<file path="src/rtl/arch_defs_pkg.sv">
// Shared SAP-2 architecture definitions: opcodes, ALU operations, the control word
// and the sequencer state encoding.
package arch_defs_pkg;

    localparam int unsigned OPCODE_WIDTH = 4;

    typedef enum logic [OPCODE_WIDTH-1:0] {
        OpNop  = 4'h0,
        OpLda  = 4'h1,
        OpAdd  = 4'h2,
        OpSub  = 4'h3,
        OpSta  = 4'h4,
        OpLdi  = 4'h5,
        OpJmp  = 4'h6,
        OpJc   = 4'h7,
        OpJz   = 4'h8,
        OpJn   = 4'h9,
        OpOuta = 4'hE,
        OpHlt  = 4'hF
    } opcode_t;

    typedef enum logic [1:0] {
        ALU_PASS = 2'd0,
        ALU_ADD  = 2'd1,
        ALU_SUB  = 2'd2
    } alu_op_t;

    typedef struct packed {
        logic    oe_pc;
        logic    oe_ram;
        logic    oe_ir;
        logic    oe_a;
        logic    oe_alu;
        logic    load_mar;
        logic    load_ir;
        logic    load_a;
        logic    load_b;
        logic    load_o;
        logic    load_pc;
        logic    load_flags;
        logic    pc_inc;
        logic    ram_we;
        logic    halt;
        alu_op_t alu_op;
    } control_word_t;

    typedef enum logic {
        StRun  = 1'b0,
        StHalt = 1'b1
    } seq_state_e;

endpackage

</file>
<file path="src/rtl/control_decoder.sv">
// Combinational microcode decoder: maps (microstep, opcode, flags) to one control word.
module control_decoder
    import arch_defs_pkg::*;
#(
    parameter int unsigned STEP_WIDTH = 3
) (
    input  logic [STEP_WIDTH-1:0]   step_i,
    input  logic [OPCODE_WIDTH-1:0] opcode_i,
    input  logic                    flag_carry_i,
    input  logic                    flag_zero_i,
    input  logic                    flag_negative_i,
    output control_word_t           control_word_o
);

    opcode_t op;
    logic    jump_taken;

    assign op = opcode_t'(opcode_i);

    always_comb begin
        jump_taken = 1'b0;
        case (op)
            OpJc:    jump_taken = flag_carry_i;
            OpJz:    jump_taken = flag_zero_i;
            OpJn:    jump_taken = flag_negative_i;
            default: jump_taken = 1'b0;
        endcase
    end

    always_comb begin
        control_word_o = '0;
        if (step_i == STEP_WIDTH'(0)) begin
            control_word_o.oe_pc    = 1'b1;
            control_word_o.load_mar = 1'b1;
        end else if (step_i == STEP_WIDTH'(1)) begin
            control_word_o.oe_ram  = 1'b1;
            control_word_o.load_ir = 1'b1;
            control_word_o.pc_inc  = 1'b1;
        end else if (step_i == STEP_WIDTH'(2)) begin
            case (op)
                OpLda, OpAdd, OpSub, OpSta: begin
                    control_word_o.oe_ir    = 1'b1;
                    control_word_o.load_mar = 1'b1;
                end
                OpLdi: begin
                    control_word_o.oe_ir      = 1'b1;
                    control_word_o.load_a     = 1'b1;
                    control_word_o.load_flags = 1'b1;
                    control_word_o.alu_op     = ALU_PASS;
                end
                OpJmp: begin
                    control_word_o.oe_ir   = 1'b1;
                    control_word_o.load_pc = 1'b1;
                end
                // Untaken branch leaves the T1 PC increment in place.
                OpJc, OpJz, OpJn: begin
                    control_word_o.oe_ir   = jump_taken;
                    control_word_o.load_pc = jump_taken;
                end
                OpOuta: begin
                    control_word_o.oe_a   = 1'b1;
                    control_word_o.load_o = 1'b1;
                end
                OpHlt:   control_word_o.halt = 1'b1;
                default: control_word_o = '0;
            endcase
        end else if (step_i == STEP_WIDTH'(3)) begin
            case (op)
                OpLda: begin
                    control_word_o.oe_ram = 1'b1;
                    control_word_o.load_a = 1'b1;
                end
                OpAdd, OpSub: begin
                    control_word_o.oe_ram = 1'b1;
                    control_word_o.load_b = 1'b1;
                end
                OpSta: begin
                    control_word_o.oe_a   = 1'b1;
                    control_word_o.ram_we = 1'b1;
                end
                default: control_word_o = '0;
            endcase
        end else if (step_i == STEP_WIDTH'(4)) begin
            if (op == OpAdd || op == OpSub) begin
                control_word_o.oe_alu     = 1'b1;
                control_word_o.load_a     = 1'b1;
                control_word_o.load_flags = 1'b1;
                control_word_o.alu_op     = (op == OpAdd) ? ALU_ADD : ALU_SUB;
            end
        end
    end

endmodule

</file>
<file path="src/rtl/control_sequencer.sv">
// SAP-2 control sequencer: microstep counter, RUN/HALT state machine and reset gating
// around the combinational microcode decoder.
module control_sequencer
    import arch_defs_pkg::*;
#(
    parameter int unsigned NUM_STEPS  = 7,
    parameter int unsigned STEP_WIDTH = $clog2(NUM_STEPS)
) (
    input  logic                    clk,
    input  logic                    reset,
    input  logic [OPCODE_WIDTH-1:0] opcode,
    input  logic                    flag_carry,
    input  logic                    flag_zero,
    input  logic                    flag_negative,
    output control_word_t           control_word,
    output logic [STEP_WIDTH-1:0]   microstep,
    output logic                    halted
);

    localparam logic [STEP_WIDTH-1:0] LastStep = STEP_WIDTH'(NUM_STEPS - 1);
    localparam logic [STEP_WIDTH-1:0] HaltStep = STEP_WIDTH'(3);

    seq_state_e              state_q, state_d;
    logic [STEP_WIDTH-1:0]   step_q, step_d;
    control_word_t           dec_word;

    control_decoder #(
        .STEP_WIDTH (STEP_WIDTH)
    ) u_decoder (
        .step_i          (step_q),
        .opcode_i        (opcode),
        .flag_carry_i    (flag_carry),
        .flag_zero_i     (flag_zero),
        .flag_negative_i (flag_negative),
        .control_word_o  (dec_word)
    );

    always_ff @(posedge clk or negedge reset) begin
        if (!reset) begin
            state_q <= StRun;
            step_q  <= '0;
        end else begin
            state_q <= state_d;
            step_q  <= step_d;
        end
    end

    always_comb begin
        state_d      = state_q;
        step_d       = step_q;
        control_word = dec_word;
        halted       = 1'b0;
        unique case (state_q)
            StRun: begin
                step_d = (step_q == LastStep) ? '0 : step_q + 1'b1;
                if (dec_word.halt) begin
                    state_d = StHalt;
                    step_d  = HaltStep;
                end
            end
            StHalt: begin
                step_d            = HaltStep;
                halted            = 1'b1;
                control_word      = '0;
                control_word.halt = 1'b1;
            end
            default: state_d = StRun;
        endcase
        // Reset must silence the bus immediately, not at the next edge.
        if (!reset) begin
            control_word = '0;
        end
    end

    assign microstep = step_q;

endmodule

</file>
<file path="config.mk">
export PLATFORM = sky130hd
export DESIGN_NAME = control_sequencer
export DESIGN_NICKNAME = d
export VERILOG_FILES = /design/src/rtl/arch_defs_pkg.sv /design/src/rtl/control_decoder.sv /design/src/rtl/control_sequencer.sv
export SDC_FILE = /design/constraint.sdc
export NUM_CORES = 1
export LEC_CHECK = 0
export BUFFER_PORTS_ARGS = -buffer_cell sky130_fd_sc_hd__clkbuf_2
export CORE_AREA = 2 2 39 41
export CTS_BUF_LIST = sky130_fd_sc_hd__clkbuf_8
export DETAILED_ROUTE_END_ITERATION = 6
export DIE_AREA = 0 0 41 43
export PLACE_DENSITY = 0.75
export SYNTH_ARGS = -nofsm -noshare
export SYNTH_HDL_FRONTEND = slang
export SYNTH_SLANG_ARGS = --single-unit
</file>
<file path="constraint.sdc">
create_clock -name clk -period 2.1 [get_ports clk]
set_input_delay 0.42 -clock clk [delete_from_list [all_inputs] [get_ports clk]]
set_output_delay 0.42 -clock clk [all_outputs]
set_load 0.005 [all_outputs]
</file>
Word level (Yosys, flattened, before mapping). Cells that the tools add are included. W data, S select, Z words.

Bits in registers: 4. Latch bits: 0. Memory bits (writable): 0. Bits in read-only memories: 0. Logic and storage cells: 69. Memories kept: 0.

Add/subtract/negate cells: 1. Multiply operators: 0. Div/mod/pow operators: 0. $lt $le $gt $ge: 0. Equal/unequal tests: 16. Shift operators: 0. Muxes and demuxes: 42. Bitwise operators: 1. Reductions and logical operators: 7.

Operators with widths (count): $mux W17 (3); $mux W1 (21); $eq A4 B3 Y1 const B (4); $eq A4 B4 Y1 const B (4); $mux W3 (4); $mux W4 (3); $mux W11 (1); $mux W2 (5); $eq A4 B2 Y1 const B (2); $eq A3 B2 Y1 const B (2); $eq A3 B3 Y1 const B (2); $pmux W3 S2 (1); $reduce_or A3 Y1 (2); $reduce_or A6 Y1 (1); $mux W5 (1); $eq A4 B1 Y1 const B (1); $pmux W1 S2 (2); $reduce_or A4 Y1 (1); $add A3 B1 Y3 const B (1); $eq A3 B1 Y1 const B (1); $logic_not A3 Y1 (1); $pmux W1 S3 (1); $reduce_or A2 Y1 (1); $logic_or A1 B1 Y1 (1); $not A1 Y1 (1).

Depth between registers and ports, before layout.
Depth in word-level cells: 10. Gate-level depth with buffers: 6. Gate-level depth less buffers: 5.

Cells and area by module. A second synthesis with hierarchy kept.

Cells, all modules: 80. Area, all modules: 569.3 sq um.

By module, submodules not included: control_sequencer (times used 1, cells each 33, area each 300.3 sq um, seq. area each 100.1 sq um); control_decoder (times used 1, cells each 47, area each 269.0 sq um, seq. area each 0.0 sq um).

Worst setup path after synthesis. OpenSTA, ideal clock, no wires.

Kind: reg-to-output. Start: register step_q[1], in the netlist microstep[1]. End: output control_word[0] (netlist bit). Data arrival time: 1.593 ns. Required time: 1.680 ns. Slack: 0.087 ns. Cell stages (with the launch flop): 7. Buffers on the path: 1. Cell sequence: dfrtp_1 -> buf_2 -> and2_1 -> ha_1 -> nor4b_2 -> and4_1 -> nor2b_1.

RTL lines: start: declaration (RTL line control_sequencer.sv:24) `logic [STEP_WIDTH-1:0] step_q, step_d;`; start signal: assignment (RTL line control_sequencer.sv:44) `step_q <= step_d;`; end: declaration (RTL line control_sequencer.sv:15) `output control_word_t control_word,`.

==> summary.md <==
| Metric | Value |
|---|---|
| Hold_ws | 0.09694 ns |
| Post-Syn Instances | 71 |
| Pint | 535.6 uW |
| Clk sinks | 4 |
| Max-slew violation count | 0 |
| Drt drc | 0 |
| Switching portion of total power | 39.90% |
| Setup WS post-layout | 0.007459 ns |
| Cell Area, Placed | 721.9 sq um |
| Reg clk slew, reported paths | 0.03 ns |
| Syn. warnings | 0 |
| Top cells by area, synth | dfrtp_1 18%, nor2b_1 6.8%, a21oi_1 4.5% |
| Fillers | 136 |
| Initial DRC Count | 19 |
| Mapped Avg Cell Area | 7.807 sq um |
| Cell Count, Final, Fillers Out | 120 |
| Most common cell after layout, fill and taps aside | clkbuf_2 |
| Die Height | 43 microns |
| Setup Skew | 0.001804 ns |
| Overall global routing resource usage | 17.52% |
| Clk buf depth | 2 |
| Final period util | 99.64% |
| Synthesis-to-finish area growth | 48.31% |
| First-pass GRT wire length | 2.173 mm |
| PwrDens | 1084 nW/um^2 |
| Clock latency at the later pin of the worst-skew pair | 0.21 ns |
| Number of I/O pins | 30 |
| Final setup fails | 0 |
| Pre-antenna DRT Iters | 4 |
| Synth top area share | 18.06% |
| Post-synth top area cell | dfrtp_1 |
| RSZ-0062 raised after global routing | yes |
| Crit end category | output pin |
| Diode count | 0 |
| Via count | 641 |
| Req. time, crit path | 1.68 ns |
| Clock power frac | 17.8% |
| Startpoint types | flop |
| Placed Instances | 115 |
| Place WS | 0.07828 ns |
| Worst ir drop on vdd | 0.6769 mV |
| Peak Freq | 0.4779 GHz |
| CTS tree | done |
| H-tree depth | 1 |
| Share of cells above drive strength 1 | 51.92% |
| Hold-fix buffers, CTS | 0 |
| CP max FO | 3 |
| Post-route cell area | 822.0 sq um |
| GRT overflow | 0 |
| Final wirelength | 1.430 mm |
| Slew headroom | 74.51% |
| Fin. Hold Viols | 0 |
| Starting Density | 40.05% |
| Status | finished, final reports clean |
| Sw power | 355.6 uW |
| Netlist Area Pre-Place | 554.3 sq um |
| Routability cong. | 0.8035 |
| FP Rows | 14 |
| Final Util | 59.40% |
| Post-Syn Nets | 81 |
| HPWL after DPL | 1.054 mm |
| Hold Crit Class | in2async |
| Combinational Power Share | 65.0% |
| Core area | 1384 sq um |
| Worst-Margin Slew | 0.3816 ns |
| Crit path DAT | 1.67 ns |
| Leakage power | 0.3845 nW |
| ANT nets after route | 0 |
| DR WL/cell | 11.92 microns |
| # nets final | 116 |
| DIE AREA | 1763 sq um |
| Sequential fraction of the synthesis area | 18.06% |
| Die width | 41 microns |
| FF+latch count, synth | 4 |
| Initial antenna violation count | 0 |
| Most frequent cells in the layout | 28 x clkbuf_2, 9 x buf_4, 5 x nor2b_1, 5 x a21oi_1, 4 x nor2_1 |
| Clock root buffer | clkbuf_8 |
| Largest net degree at the start of global routing | 12 |
| Port buffer count | 29 |
| Inserted Clock Buffers | 3 |
| Max-cap violations | 0 |
| DR vias/cell | 5.342 |
| Vias in the first global route | 538 |
| Tot Pwr | 891.2 uW |
| Minimum clock period | 2.093 ns |
| Post-route setup TNS | 0 ns |
| Synth cell types | 38 |
| Setup CP Type | reg2out |
| Sequential share of power | 17.3% |
synth_stat cells (all sizes together):
library cell / instances
and4: 1
nand3: 2
a21oi: 5
nor3b: 4
nor3: 3
nand2: 3
and2: 4
and4bb: 1
and3: 1
nor4: 2
nand2b: 1
mux2: 1
or2b: 1
and2b: 1
dfrtp: 4
a221oi: 1
o21ai: 3
nor2: 4
or3: 1
clkbuf: 1
nand4: 2
a2111oi: 1
ha: 1
buf: 7
inv: 1
nor2b: 6
a21o: 1
a22oi: 1
or2: 2
nor4b: 1
a41o: 1
a211o: 1
or3b: 2
area by class of cell:
| cell class | instances | area (sq um) | area share, % |
|---|---|---|---|
| clock buffer | 3 | 41.29 | 5.023 |
| inverter | 1 | 3.754 | 0.4566 |
| multi-input combinational | 58 | 442.9 | 53.88 |
| sequential | 4 | 101.3 | 12.33 |
| tap | 16 | 20.02 | 2.435 |
| timing repair buffer | 38 | 212.7 | 25.88 |
routing by layer:
metal | track usage [%] | vias up | routed length [microns]
li1 | - | 327 | -
met3 | 1.571 | 2 | 97
met2 | 31.56 | 25 | 739
met5 | 0 | - | 0
met4 | 8.000 | 0 | 7
met1 | 18.83 | 287 | 585
what timing repair did:
item                                    in CTS  in global routing
endpoints found under the setup margin       4                  5
buffers inserted                             1                  1
endpoints found under the hold margin        0                  0
gates resized for setup                      6                  3
gates cloned                                 0                  0
pin swaps                                    4                  3
critical path, stage by stage (launching register included):
cell and delay [ns]:
dfrtp_1 0.37, and2_4 0.17, ha_4 0.17, nor4b_4 0.25
and4_1 0.26, nor2b_4 0.14, clkbuf_2 0.10
kinds of logic after synthesis:
family / count (synthesis) / synth area share (%)
multiplexers: 1 / 2.031
buffers and inverters: 9 / 9.704
flip-flops: 4 / 18.06
adder cells (fa/ha/maj): 1 / 2.257
AND/OR/NAND/NOR: 42 / 50.34
AO/OA/AOI/OAI: 14 / 17.61
worst paths after layout:
check                      slack, ns                     end                    from  cells past startpoint
max                            0.007         control_word[0]  microstep[0]$_DFF_PN0_                      6
min                              0.1  microstep[1]$_DFF_PN0_                   reset                      2
max reg2reg                     0.77  microstep[2]$_DFF_PN0_  microstep[2]$_DFF_PN0_                      4
min reg2reg                     0.58  microstep[0]$_DFF_PN0_       state_q$_DFF_PN0_                      1
max in group asynchronous       1.88  microstep[2]$_DFF_PN0_                   reset                      2
min in group clk                0.58  microstep[0]$_DFF_PN0_       state_q$_DFF_PN0_                      1
flip-flops by register name, indices dropped and copies added (netlist names):
| register | flops |
|---|---|
| microstep | 3 |
| state_q | 1 |
power by group through the flow:
stage / registers (mW) / clock network [mW] / logic [mW]
after floorplan: 0.141 / 0 / 0.316
after global placement: 0.148 / 0 / 0.466
after detailed placement: 0.151 / 0 / 0.471
after CTS: 0.154 / 0.163 / 0.556
after global routing: 0.160 / 0.171 / 0.633
final: 0.154 / 0.158 / 0.579
Note: power is estimated with default switching activity, not from simulation.
